$ cat config.mk
export PLATFORM = sky130hd
export DESIGN_NAME = serial_cla_adder
export DESIGN_NICKNAME = d
export VERILOG_FILES = /design/src/rtl/serial_cla_adder_pkg.sv /design/src/rtl/serial_cla_adder_cla4_slice.sv /design/src/rtl/serial_cla_adder.sv
export SDC_FILE = /design/constraint.sdc
export NUM_CORES = 1
export LEC_CHECK = 0
export BUFFER_PORTS_ARGS = -buffer_cell sky130_fd_sc_hd__buf_2
export CORE_MARGIN = 4
export CORE_UTILIZATION = 54
export DETAILED_ROUTE_END_ITERATION = 6
export GPL_TIMING_DRIVEN = 0
export PLACE_DENSITY = 0.79
export SLEW_MARGIN = 20
export SYNTH_ARGS = -nofsm -noshare
export SYNTH_HDL_FRONTEND = slang
export SYNTH_HIERARCHICAL = 1
export SYNTH_SLANG_ARGS = --single-unit
$ cat constraint.sdc
create_clock -name clk_i -period 3 [get_ports clk_i]
set_clock_uncertainty 0.1 [all_clocks]
set_input_delay 0.3 -clock clk_i [delete_from_list [all_inputs] [get_ports clk_i]]
set_output_delay 0.3 -clock clk_i [all_outputs]
set_load 0.02 [all_outputs]
$ cat src/rtl/serial_cla_adder_pkg.sv
// Shared constants and FSM state type for the serial carry-lookahead adder.
package serial_cla_adder_pkg;

  localparam int SLICE_W = 4;

  typedef enum logic [1:0] {
    IDLE = 2'd0,
    RUN  = 2'd1,
    DONE = 2'd2
  } state_e;

endpackage

$ cat src/rtl/serial_cla_adder_cla4_slice.sv
// Combinational 4-bit carry-lookahead slice; c3_o is the carry into bit 3 (for overflow).
module serial_cla_adder_cla4_slice
  import serial_cla_adder_pkg::*;
(
  input  logic [SLICE_W-1:0] a_i,
  input  logic [SLICE_W-1:0] b_i,
  input  logic               cin_i,
  output logic [SLICE_W-1:0] s_o,
  output logic               c3_o,
  output logic               cout_o
);

  logic [SLICE_W-1:0] p;
  logic [SLICE_W-1:0] g;
  logic               c1, c2, c3, c4;

  assign p = a_i ^ b_i;
  assign g = a_i & b_i;

  // Every carry is formed directly from p/g and cin, not from the previous carry.
  assign c1 = g[0] | (p[0] & cin_i);
  assign c2 = g[1] | (p[1] & g[0]) | (p[1] & p[0] & cin_i);
  assign c3 = g[2] | (p[2] & g[1]) | (p[2] & p[1] & g[0])
            | (p[2] & p[1] & p[0] & cin_i);
  assign c4 = g[3] | (p[3] & g[2]) | (p[3] & p[2] & g[1])
            | (p[3] & p[2] & p[1] & g[0]) | (p[3] & p[2] & p[1] & p[0] & cin_i);

  assign s_o    = p ^ {c3, c2, c1, cin_i};
  assign c3_o   = c3;
  assign cout_o = c4;

endmodule

$ cat src/rtl/serial_cla_adder.sv
// WIDTH-bit adder that reuses one 4-bit lookahead slice over WIDTH/4 cycles.
// Define SERIAL_CLA_OVF_EN to add the signed-overflow output ovf_o.
// states: IDLE | accept operands   RUN | one slice per cycle   DONE | hold result until taken
module serial_cla_adder
  import serial_cla_adder_pkg::*;
#(
  parameter int WIDTH = 16
) (
  input  logic             clk_i,
  input  logic             rst_n_i,
  input  logic             in_valid_i,
  output logic             in_ready_o,
  input  logic [WIDTH-1:0] a_i,
  input  logic [WIDTH-1:0] b_i,
  input  logic             cin_i,
  output logic             out_valid_o,
  input  logic             out_ready_i,
  output logic [WIDTH-1:0] sum_o,
  output logic             cout_o
`ifdef SERIAL_CLA_OVF_EN
 ,output logic             ovf_o
`endif
);

  localparam int K     = WIDTH / SLICE_W;
  localparam int IDX_W = (K > 1) ? $clog2(K) : 1;
  localparam logic [IDX_W-1:0] IDX_LAST = IDX_W'(K - 1);

  state_e             state_q, state_d;
  logic [WIDTH-1:0]   a_q, a_d;
  logic [WIDTH-1:0]   b_q, b_d;
  logic [WIDTH-1:0]   sum_q, sum_d;
  logic               carry_q, carry_d;
  logic               cout_q, cout_d;
  logic [IDX_W-1:0]   idx_q, idx_d;
`ifdef SERIAL_CLA_OVF_EN
  logic               ovf_q, ovf_d;
  logic               slice_c3;
`endif

  logic [SLICE_W-1:0] slice_a, slice_b, slice_s;
  logic               slice_cout;

  assign slice_a = a_q[SLICE_W*int'(idx_q) +: SLICE_W];
  assign slice_b = b_q[SLICE_W*int'(idx_q) +: SLICE_W];

  serial_cla_adder_cla4_slice u_slice (
    .a_i    (slice_a),
    .b_i    (slice_b),
    .cin_i  (carry_q),
    .s_o    (slice_s),
`ifdef SERIAL_CLA_OVF_EN
    .c3_o   (slice_c3),
`else
    .c3_o   (),
`endif
    .cout_o (slice_cout)
  );

  always_comb begin
    state_d = state_q;
    a_d     = a_q;
    b_d     = b_q;
    sum_d   = sum_q;
    carry_d = carry_q;
    cout_d  = cout_q;
    idx_d   = idx_q;
`ifdef SERIAL_CLA_OVF_EN
    ovf_d   = ovf_q;
`endif
    unique case (state_q)
      IDLE: begin
        if (in_valid_i) begin
          a_d     = a_i;
          b_d     = b_i;
          carry_d = cin_i;
          idx_d   = '0;
          sum_d   = '0;
          state_d = RUN;
        end
      end
      RUN: begin
        sum_d[SLICE_W*int'(idx_q) +: SLICE_W] = slice_s;
        carry_d = slice_cout;
        // idx parks on the last slice instead of wrapping.
        if (idx_q == IDX_LAST) begin
          cout_d  = slice_cout;
`ifdef SERIAL_CLA_OVF_EN
          ovf_d   = slice_c3 ^ slice_cout;
`endif
          state_d = DONE;
        end else begin
          idx_d = idx_q + 1'b1;
        end
      end
      DONE: begin
        if (out_ready_i) state_d = IDLE;
      end
      default: state_d = IDLE;
    endcase
  end

  always_ff @(posedge clk_i) begin
    if (!rst_n_i) begin
      state_q <= IDLE;
      a_q     <= '0;
      b_q     <= '0;
      sum_q   <= '0;
      carry_q <= 1'b0;
      cout_q  <= 1'b0;
      idx_q   <= '0;
`ifdef SERIAL_CLA_OVF_EN
      ovf_q   <= 1'b0;
`endif
    end else begin
      state_q <= state_d;
      a_q     <= a_d;
      b_q     <= b_d;
      sum_q   <= sum_d;
      carry_q <= carry_d;
      cout_q  <= cout_d;
      idx_q   <= idx_d;
`ifdef SERIAL_CLA_OVF_EN
      ovf_q   <= ovf_d;
`endif
    end
  end

  assign in_ready_o  = (state_q == IDLE);
  assign out_valid_o = (state_q == DONE);
  assign sum_o       = sum_q;
  assign cout_o      = cout_q;
`ifdef SERIAL_CLA_OVF_EN
  assign ovf_o       = ovf_q;
`endif

endmodule

==> impl_metrics.env, run 1 <==
export IMPL_areaGrowthSynthToFinish_pct=17.3
export IMPL_synth_edf_count=0
export IMPL_min_period_over_period_pct=93.5
export IMPL_grt_pass1_wl_um=9100
export IMPL_pin_count=56
export IMPL_overflow=0
export IMPL_crit_slowest_cell="clkbuf_1"
export IMPL_worstPathRequired_ps=3100
export IMPL_ys_warn_count=6
export IMPL_ys_seq_area_share_pct=41.1
export IMPL_slew_violations=0
export IMPL_fin_nets=339
export IMPL_syn_area_mm2=0.00263
export IMPL_drtIter0Drc=65
export IMPL_rsz0062_at_grt="no"
export IMPL_num_antenna_cells=0
export IMPL_core_area_mm2=0.00472
export IMPL_cts_root_buf="clkbuf_8"
export IMPL_worstSetupPathType="register to register"
export IMPL_num_rows=25
export IMPL_p_leak_nw=1.32
export IMPL_max_stage_delay_ps=520
export IMPL_wl_per_cell_um=15.0
export IMPL_switchingPower_mw=0.374
export IMPL_ir_worst_vdd_mv=0.325
export IMPL_port_buffers=55
export IMPL_synth_nets=277
export IMPL_fill_cells=389
export IMPL_post_cts_setup_buffers=0
export IMPL_cts_sinks=54
export IMPL_via_per_inst=5.34
export IMPL_layout_commonest_cell="buf_2"
export IMPL_dr_pass1_iters=4
export IMPL_cts_tree="yes"
export IMPL_dieArea_mm2=0.00606
export IMPL_slew_headroom_pct=57.5
export IMPL_r2r_setup_slack_ps=190
export IMPL_worst_pin_slew_ps=637
export IMPL_critPathMaxFanout=10
export IMPL_initial_core_util_pct=55.7
export IMPL_arrival_ps=2900
export IMPL_grt_max_degree=16
export IMPL_switching_share_pct=26.6
export IMPL_max_freq_ghz=0.356
export IMPL_layout_min_cycle_time_ps=2810
export IMPL_routed_wl_um=5390
export IMPL_grt_usage_pct=18.5
export IMPL_drc=0
export IMPL_p_seq_share_pct=54.6
export IMPL_synth_distinct_cells=38
export IMPL_path_clk_slew_ps=100
export IMPL_hold_slack_ps=148
export IMPL_async_reset_ff_share_pct=0
export IMPL_grt_antenna_before_repair=0
export IMPL_grt_pass1_vias=1966
export IMPL_ant_nets=0
export IMPL_critPathCaptureType="register"
export IMPL_die_h_um=77.8
export IMPL_fin_tns_setup_ps=0
export IMPL_layout_drive_gt1_share_pct=30.2
export IMPL_cts_buffer_depth=2
export IMPL_power_internal_mw=1.03
export IMPL_ys_seq_elements=54
export IMPL_setup_violations=0
export IMPL_vias=1910
export IMPL_syn_mean_instance_area_um2=11.5
export IMPL_final_cell_mix="buf_2, dfxtp_1, nor2b_1"
export IMPL_powerDensity_mw_per_mm2=456
export IMPL_comb_power_share_pct=18.0
export IMPL_synthFlopType="dfxtp_1"
export IMPL_routabilityCongestion=0.860
export IMPL_cts_max_level=2
export IMPL_clkLatencyLatePin_ps=300
export IMPL_place_hpwl_um=4120
export IMPL_drv_cap=0
export IMPL_hold_class="primary input to register"
export IMPL_numCtsBuffers=5
export IMPL_synth_cells=229
export IMPL_worstPathCellList="clkbuf_1, mux4_2, ha_1, a211oi_2, nor2_1, xor2_2, nor2b_1, a32o_1"
export IMPL_hold_viol_final=0
export IMPL_status="completed"
export IMPL_startpoint_type="register"
export IMPL_die_w_um=77.8
export IMPL_clkPwrFrac_pct=27.5
==> layer usage <==
layer / share of wire [%] / track usage [%]
met4: 1.7 / 5.34
met1: 45 / 23.1
met5: 0 / 0
met2: 49 / 32.0
met3: 5.0 / 3.83
==> cell usage after synthesis (3+ instances only) <==
library cell,number,area share (%)
a32o_1,16,6.1
o21ai_0,3,0.57
clkbuf_1,6,0.86
dfxtp_1,54,41
mux2i_1,32,12
nor2_1,6,0.86
inv_1,7,1.0
buf_6,3,1.3
nand2_1,9,1.3
and3_1,3,0.71
nor2b_1,35,8.3
a21boi_0,3,0.86
mux4_2,8,6.8
ha_1,10,4.8
a21o_1,5,1.4
==> power groups by stage <==
stage / registers [mW] / logic, mW / clock network, mW
after detailed placement: 0.785 / 0.250 / 0
after CTS: 0.768 / 0.251 / 0.396
after global placement: 0.783 / 0.245 / 0
final: 0.768 / 0.253 / 0.386
after floorplan: 0.782 / 0.180 / 0
after global routing: 0.773 / 0.281 / 0.432
==> path summary, 6_finish.rpt <==
kind	cells past startpoint	from	endpoint
max	8	idx_q[1]	sum_o[14]
min	3	b_i[7]	b_q[7]
max reg2reg	8	idx_q[1]	sum_o[14]
min reg2reg	1	sum_o[13]	sum_o[13]
==> stage by stage <==
stage               power, mW  std cells  worst slack, ps  instance area [µm²]  util [%]
floorplan               0.963        229              430                 2630         -
global placement         1.03        351              247                 2990      63.3
detailed placement       1.03        351              201                 2990      63.3
CTS                      1.42        358              154                 3070      65.0
global route             1.49        358             20.4                 3090      65.4
finish                   1.41        358              194                 3090      65.4
==> registers in the layout (all words and copies together) (netlist names) <==
register / count
b_q: 16
a_q: 16
state_q: 2
cout_o: 1
idx_q: 2
sum_o: 16
carry_q: 1
==> layout make-up <==
cell class	count	area, µm²	share of cell area, %
timing repair buffer	55	275	8.92
inverter	7	26.3	0.851
tap	67	83.8	2.72
clock inverter	1	7.51	0.243
clock buffer	6	72.6	2.35
sequential	54	1080	35.0
multi-input combinational	152	1410	45.6
buffer	16	134	4.34
==> logic make-up (layout without fill, tap and decap cells) <==
group,after synthesis,after routing,synth area share (%)
and+or+nand+nor,64,64,16.0
buffers and inverters,23,85,6.08
muxes,40,40,19.0
AOI/OAI and AO/OA,34,34,11.3
xor gates and xnor gates,3,3,0.998
adders and majority gates,11,11,5.51
DFF,54,54,41.1
==> what timing repair did <==
action,CTS,global route
endpoints found under the setup margin,0,2
resized for setup,0,2
hold buffers,0,0
==> critical path: cells and delay by family (launching register included) <==
| kind | cells | cell delay (ps) |
|---|---|---|
| compound gates | 2 | 470 |
| xor+xnor | 1 | 180 |
| fa+ha+maj | 1 | 320 |
| buf+inv | 1 | 520 |
| flops | 1 | 410 |
| mux | 1 | 450 |
| simple gates | 2 | 260 |
Note: power is estimated with default switching activity, not from simulation.
==> run 2, diff against run 1 <==
--- a/config.mk
+++ b/config.mk
@@ -7,10 +7,11 @@
 export LEC_CHECK = 0
 export BUFFER_PORTS_ARGS = -buffer_cell sky130_fd_sc_hd__buf_2
 export CORE_MARGIN = 4
-export CORE_UTILIZATION = 54
+export CORE_UTILIZATION = 61
+export CTS_BUF_LIST = sky130_fd_sc_hd__clkbuf_4 sky130_fd_sc_hd__clkbuf_8
 export DETAILED_ROUTE_END_ITERATION = 6
 export GPL_TIMING_DRIVEN = 0
-export PLACE_DENSITY = 0.79
+export PLACE_DENSITY = 0.88
 export SLEW_MARGIN = 20
 export SYNTH_ARGS = -nofsm -noshare
 export SYNTH_HDL_FRONTEND = slang
==> constraint.sdc (replaced) <==
create_clock -name clk_i -period 3.32 [get_ports clk_i]
set_clock_uncertainty 0.1 [all_clocks]
set_input_delay 0.332 -clock clk_i [delete_from_list [all_inputs] [get_ports clk_i]]
set_output_delay 0.332 -clock clk_i [all_outputs]
set_load 0.02 [all_outputs]
==> run 2 against run 1 <==
- clock-buffer cell count is the same
- total power fell by 8.5%
- first-iteration DRC count grew 32%
- highest routed layer unchanged
- sequential cell count did not move
- design area down 1.1%
- via count increased by 2.1%
- fmax shrank 6.8%
- cell count shrank 4.7%
- worst setup slack better by 110 ps
- global-route usage is 4.4 points higher
==> impl_metrics.env, run 2 (synthesis results as in run 1) <==
export IMPL_startpoint_type="register"
export IMPL_areaGrowthSynthToFinish_pct=16.0
export IMPL_die_h_um=73.7
export IMPL_fill_cells=306
export IMPL_die_w_um=73.7
export IMPL_post_cts_setup_buffers=0
export IMPL_min_period_over_period_pct=90.7
export IMPL_routabilityCongestion=0.804
export IMPL_place_hpwl_um=4170
export IMPL_worstPathRequired_ps=3480
export IMPL_drv_cap=0
export IMPL_fin_nets=339
export IMPL_worstSetupPathType="register to register"
export IMPL_clkLatencyLatePin_ps=310
export IMPL_worst_pin_slew_ps=624
export IMPL_critPathBufInv=2
export IMPL_layout_drive_gt1_share_pct=29.9
export IMPL_cts_sinks=54
export IMPL_final_cells=341
export IMPL_crit_family="multiplexers"
export IMPL_num_rows=23
export IMPL_overflow=0
export IMPL_grt_pass1_vias=2019
export IMPL_worstSetupStartpoint="idx_q[0]"
export IMPL_core_area_mm2=0.00409
export IMPL_powerDensity_mw_per_mm2=422
export IMPL_critPathMaxFanout=10
export IMPL_drc=0
export IMPL_dr_pass1_iters=4
export IMPL_max_freq_ghz=0.332
export IMPL_layout_min_cycle_time_ps=3010
export IMPL_port_buffers=55
export IMPL_path_clk_slew_ps=90
export IMPL_routed_wl_um=5670
export IMPL_rsz0062_at_grt="no"
export IMPL_vias=1950
export IMPL_cts_hold_buf=0
export IMPL_final_area_mm2=0.00305
export IMPL_via_per_inst=5.72
export IMPL_hold_class="primary input to register"
export IMPL_p_leak_nw=1.32
export IMPL_ant_nets=0
export IMPL_numCtsBuffers=5
export IMPL_post_cts_resized=0
export IMPL_wl_per_cell_um=16.6
export IMPL_num_antenna_cells=0
export IMPL_dieArea_mm2=0.00543
export IMPL_dp_cells=334
export IMPL_arrival_ps=3170
export IMPL_critPathCaptureType="register"
export IMPL_initial_core_util_pct=64.4
export IMPL_hold_slack_ps=177
export IMPL_slew_headroom_pct=58.4
export IMPL_slew_violations=0
export IMPL_cts_root_buf="clkbuf_8"
export IMPL_hp_start="a_i[7]"
export IMPL_drtIter0Drc=86
export IMPL_cts_tree="yes"
export IMPL_r2r_start="idx_q[0]"
export IMPL_status="completed"
export IMPL_multi_input_area_mm2=0.00139
export IMPL_final_cell_mix="buf_2, dfxtp_1, nor2b_1"
export IMPL_setup_violations=0
export IMPL_grt_pass1_wl_um=9550
export IMPL_pin_count=56
export IMPL_crit_slowest_cell="mux4_2"
export IMPL_fin_tns_setup_ps=0
export IMPL_max_stage_delay_ps=530
export IMPL_grt_usage_pct=22.9
export IMPL_worstPathCellList="clkbuf_2, buf_6, mux4_2, ha_1, a211oi_2, nor2_1, xor2_1, nor2b_1, a32o_1"
export IMPL_grt_max_degree=16
export IMPL_cts_max_level=2
export IMPL_grt_antenna_before_repair=0
export IMPL_cts_buffer_depth=2
export IMPL_layout_commonest_cell="buf_2"
export IMPL_placed_area_mm2=0.00297
export IMPL_hold_viol_final=0
export IMPL_ir_worst_vdd_mv=0.366
export IMPL_seq_area_mm2=0.00108
## run 2: cell count changes in the layout (fill, tap and decap cells not counted)
cell and delta:
xor2_2 -2, clkbuf_4 +1, xor2_1 +2, clkbuf_1 -1
## run 2: area by class of cell
type / instances / share of cell area [%]
timing repair buffer: 55 / 9.01
buffer: 16 / 4.38
tap: 50 / 2.05
sequential: 54 / 35.4
multi-input combinational: 152 / 45.6
inverter: 7 / 0.860
clock buffer: 6 / 2.50
clock inverter: 1 / 0.246
## run 2: worst paths after layout
path	depth (start not counted)	slack, ps	endpoint
hold reg to reg	2	390	cout_o
setup / recovery	9	310	sum_o[14]
hold / removal	3	180	a_q[7]
setup reg to reg	9	310	sum_o[14]
## run 2: layer usage
layer  vias to the layer above  track usage [%]  routed length, µm
li1                        943                -                  -
met1                       947             27.8               2410
met2                        54             39.1               2870
met3                         6             5.88                322
met4                         0             8.05                 65
met5                         -                0                  0
## run 2: tightest hold or removal path: stages
cell	delay, ps
buf_2	70
mux2i_1	50
nor2b_1	100
## run 2: where the power goes
group          switching (mW)  leakage, nW  internal [mW]
clock                   0.210       0.0407          0.153
combinational           0.121        0.837          0.110
sequential             0.0168        0.441          0.678
total                   0.348         1.32          0.940
## run 2: through the flow
step | setup WS (ps) | power (mW) | utilization (%)
6_report | 309 | 1.29 | 74.7
2_1_floorplan | 750 | 0.870 | -
4_1_cts | 314 | 1.29 | 74.7
5_1_grt | 131 | 1.34 | 74.7
3_3_place_gp | 476 | 0.927 | 72.7
3_5_place_dp | 397 | 0.936 | 72.7
==> run 3, diff against run 2 <==
--- a/config.mk
+++ b/config.mk
@@ -7,11 +7,10 @@
 export LEC_CHECK = 0
 export BUFFER_PORTS_ARGS = -buffer_cell sky130_fd_sc_hd__buf_2
 export CORE_MARGIN = 4
-export CORE_UTILIZATION = 61
-export CTS_BUF_LIST = sky130_fd_sc_hd__clkbuf_4 sky130_fd_sc_hd__clkbuf_8
+export CORE_UTILIZATION = 58
 export DETAILED_ROUTE_END_ITERATION = 6
 export GPL_TIMING_DRIVEN = 0
-export PLACE_DENSITY = 0.88
+export PLACE_DENSITY = 0.84
 export SLEW_MARGIN = 20
 export SYNTH_ARGS = -nofsm -noshare
 export SYNTH_HDL_FRONTEND = slang
==> run 3 against run 2 <==
- first-iteration DRC count is 1.2% higher
- clock power is 17% higher
- sequential cell count stayed put
- critical endpoint unchanged
- critical path type unchanged
- core utilization is 4.5 points lower
- largest cell class unchanged
- fmax is 7.7% higher
- global-route usage is 2.6 points lower
- via count is 2.9% lower
- highest routed layer unchanged
- combinational power is 2% lower
==> impl_metrics.env, run 3 (synthesis results as in run 1) <==
export IMPL_status="completed"
export IMPL_vias=1894
export IMPL_cts_tree="yes"
export IMPL_setup_slack_ps=525
export IMPL_startpoint_type="register"
export IMPL_routabilityCongestion=0.822
export IMPL_fin_tns_setup_ps=0
export IMPL_min_period_over_period_pct=84.2
export IMPL_seq_area_mm2=0.00108
export IMPL_initial_core_util_pct=60.0
export IMPL_r2r_start="idx_q[1]"
export IMPL_post_cts_resized=0
export IMPL_p_total_mw=1.34
export IMPL_dp_cells=336
export IMPL_grt_max_degree=16
export IMPL_ir_worst_vdd_mv=0.292
export IMPL_hold_slack_ps=195
export IMPL_slew_headroom_pct=59.2
export IMPL_worstSetupStartpoint="idx_q[1]"
export IMPL_hold_viol_final=0
export IMPL_critPathMaxFanout=10
export IMPL_layout_drive_gt1_share_pct=29.5
export IMPL_die_h_um=75.4
export IMPL_placed_area_mm2=0.00297
export IMPL_final_util_pct=70.2
export IMPL_core_area_mm2=0.00438
export IMPL_powerDensity_mw_per_mm2=436
export IMPL_worstPathRequired_ps=3470
export IMPL_fin_nets=339
export IMPL_grt_antenna_before_repair=0
export IMPL_setup_violations=0
export IMPL_cts_hold_buf=0
export IMPL_final_cell_mix="buf_2, dfxtp_1, nor2b_1"
export IMPL_slew_violations=0
export IMPL_cts_max_level=2
export IMPL_layout_commonest_cell="buf_2"
export IMPL_rr_worst_depth=8
export IMPL_final_area_mm2=0.00308
export IMPL_dieArea_mm2=0.00568
export IMPL_pre_cts_ws_ps=531
export IMPL_routed_wl_um=5310
export IMPL_final_cells=344
export IMPL_place_hpwl_um=4080
export IMPL_overflow=0
export IMPL_num_antenna_cells=0
export IMPL_layout_min_cycle_time_ps=2800
export IMPL_max_freq_ghz=0.358
export IMPL_grt_pass1_wl_um=8750
export IMPL_worstSetupPathType="register to register"
export IMPL_cts_root_buf="clkbuf_8"
export IMPL_via_per_inst=5.51
export IMPL_worst_pin_slew_ps=612
export IMPL_reg2reg_to="sum_o[14]"
export IMPL_p_leak_nw=1.33
export IMPL_numCtsBuffers=5
export IMPL_ant_nets=0
export IMPL_crit_path_end="sum_o[14]"
export IMPL_rsz0062_at_grt="no"
export IMPL_multi_input_area_mm2=0.00139
export IMPL_arrival_ps=2940
export IMPL_num_rows=24
export IMPL_drtIter0Drc=87
export IMPL_cts_buffer_depth=2
export IMPL_post_cts_setup_buffers=0
export IMPL_fill_cells=344
export IMPL_die_w_um=75.4
export IMPL_pin_count=56
export IMPL_cts_sinks=54
export IMPL_clkLatencyLatePin_ps=300
export IMPL_areaGrowthSynthToFinish_pct=17.0
export IMPL_hold_class="primary input to register"
export IMPL_drc=0
export IMPL_port_buffers=55
export IMPL_wl_per_cell_um=15.4
export IMPL_path_clk_slew_ps=90
export IMPL_r2r_setup_slack_ps=520
export IMPL_drv_cap=0
export IMPL_grt_usage_pct=20.3
export IMPL_dr_pass1_iters=4
export IMPL_critPathCaptureType="register"
export IMPL_hp_start="b_i[8]"
export IMPL_grt_pass1_vias=1911
run 3: area by class of cell:
type / count / area share [%]
Multi-Input combinational cell: 152 / 45.2
Inverter: 7 / 0.853
Buffer: 16 / 4.35
Clock buffer: 7 / 2.48
Clock inverter: 1 / 0.975
Tap cell: 52 / 2.11
Timing Repair Buffer: 55 / 8.94
Sequential cell: 54 / 35.1
run 3: critical path, cell delays in order (launching register included):
cell,delay [ps]
dfxtp_1,410
clkbuf_1,500
mux4_2,440
ha_1,320
a211oi_2,270
nor2_1,90
xor2_1,300
nor2b_1,180
a32o_1,120
run 3: where the power goes:
group	internal [mW]	switching (mW)
clock	0.226	0.198
combinational	0.110	0.117
sequential	0.677	0.0159
total	1.01	0.331
run 3: worst min-delay path by stage:
stage,end,slack (ps),cells after the start
global route,b_q[14],180,3
global placement,sum_o[15],370,1
finish,b_q[8],190,3
CTS,a_q[1],190,3
detailed placement,cout_o,370,2
floorplan,a_q[10],380,2
run 3: routing by layer:
metal / routed length [µm] / track usage, % / up-vias
li1: - / - / 943
met2: 2600 / 33.6 / 53
met3: 290 / 4.49 / 8
met4: 82 / 6.80 / 0
met5: 0 / 0 / -
met1: 2340 / 26.4 / 890
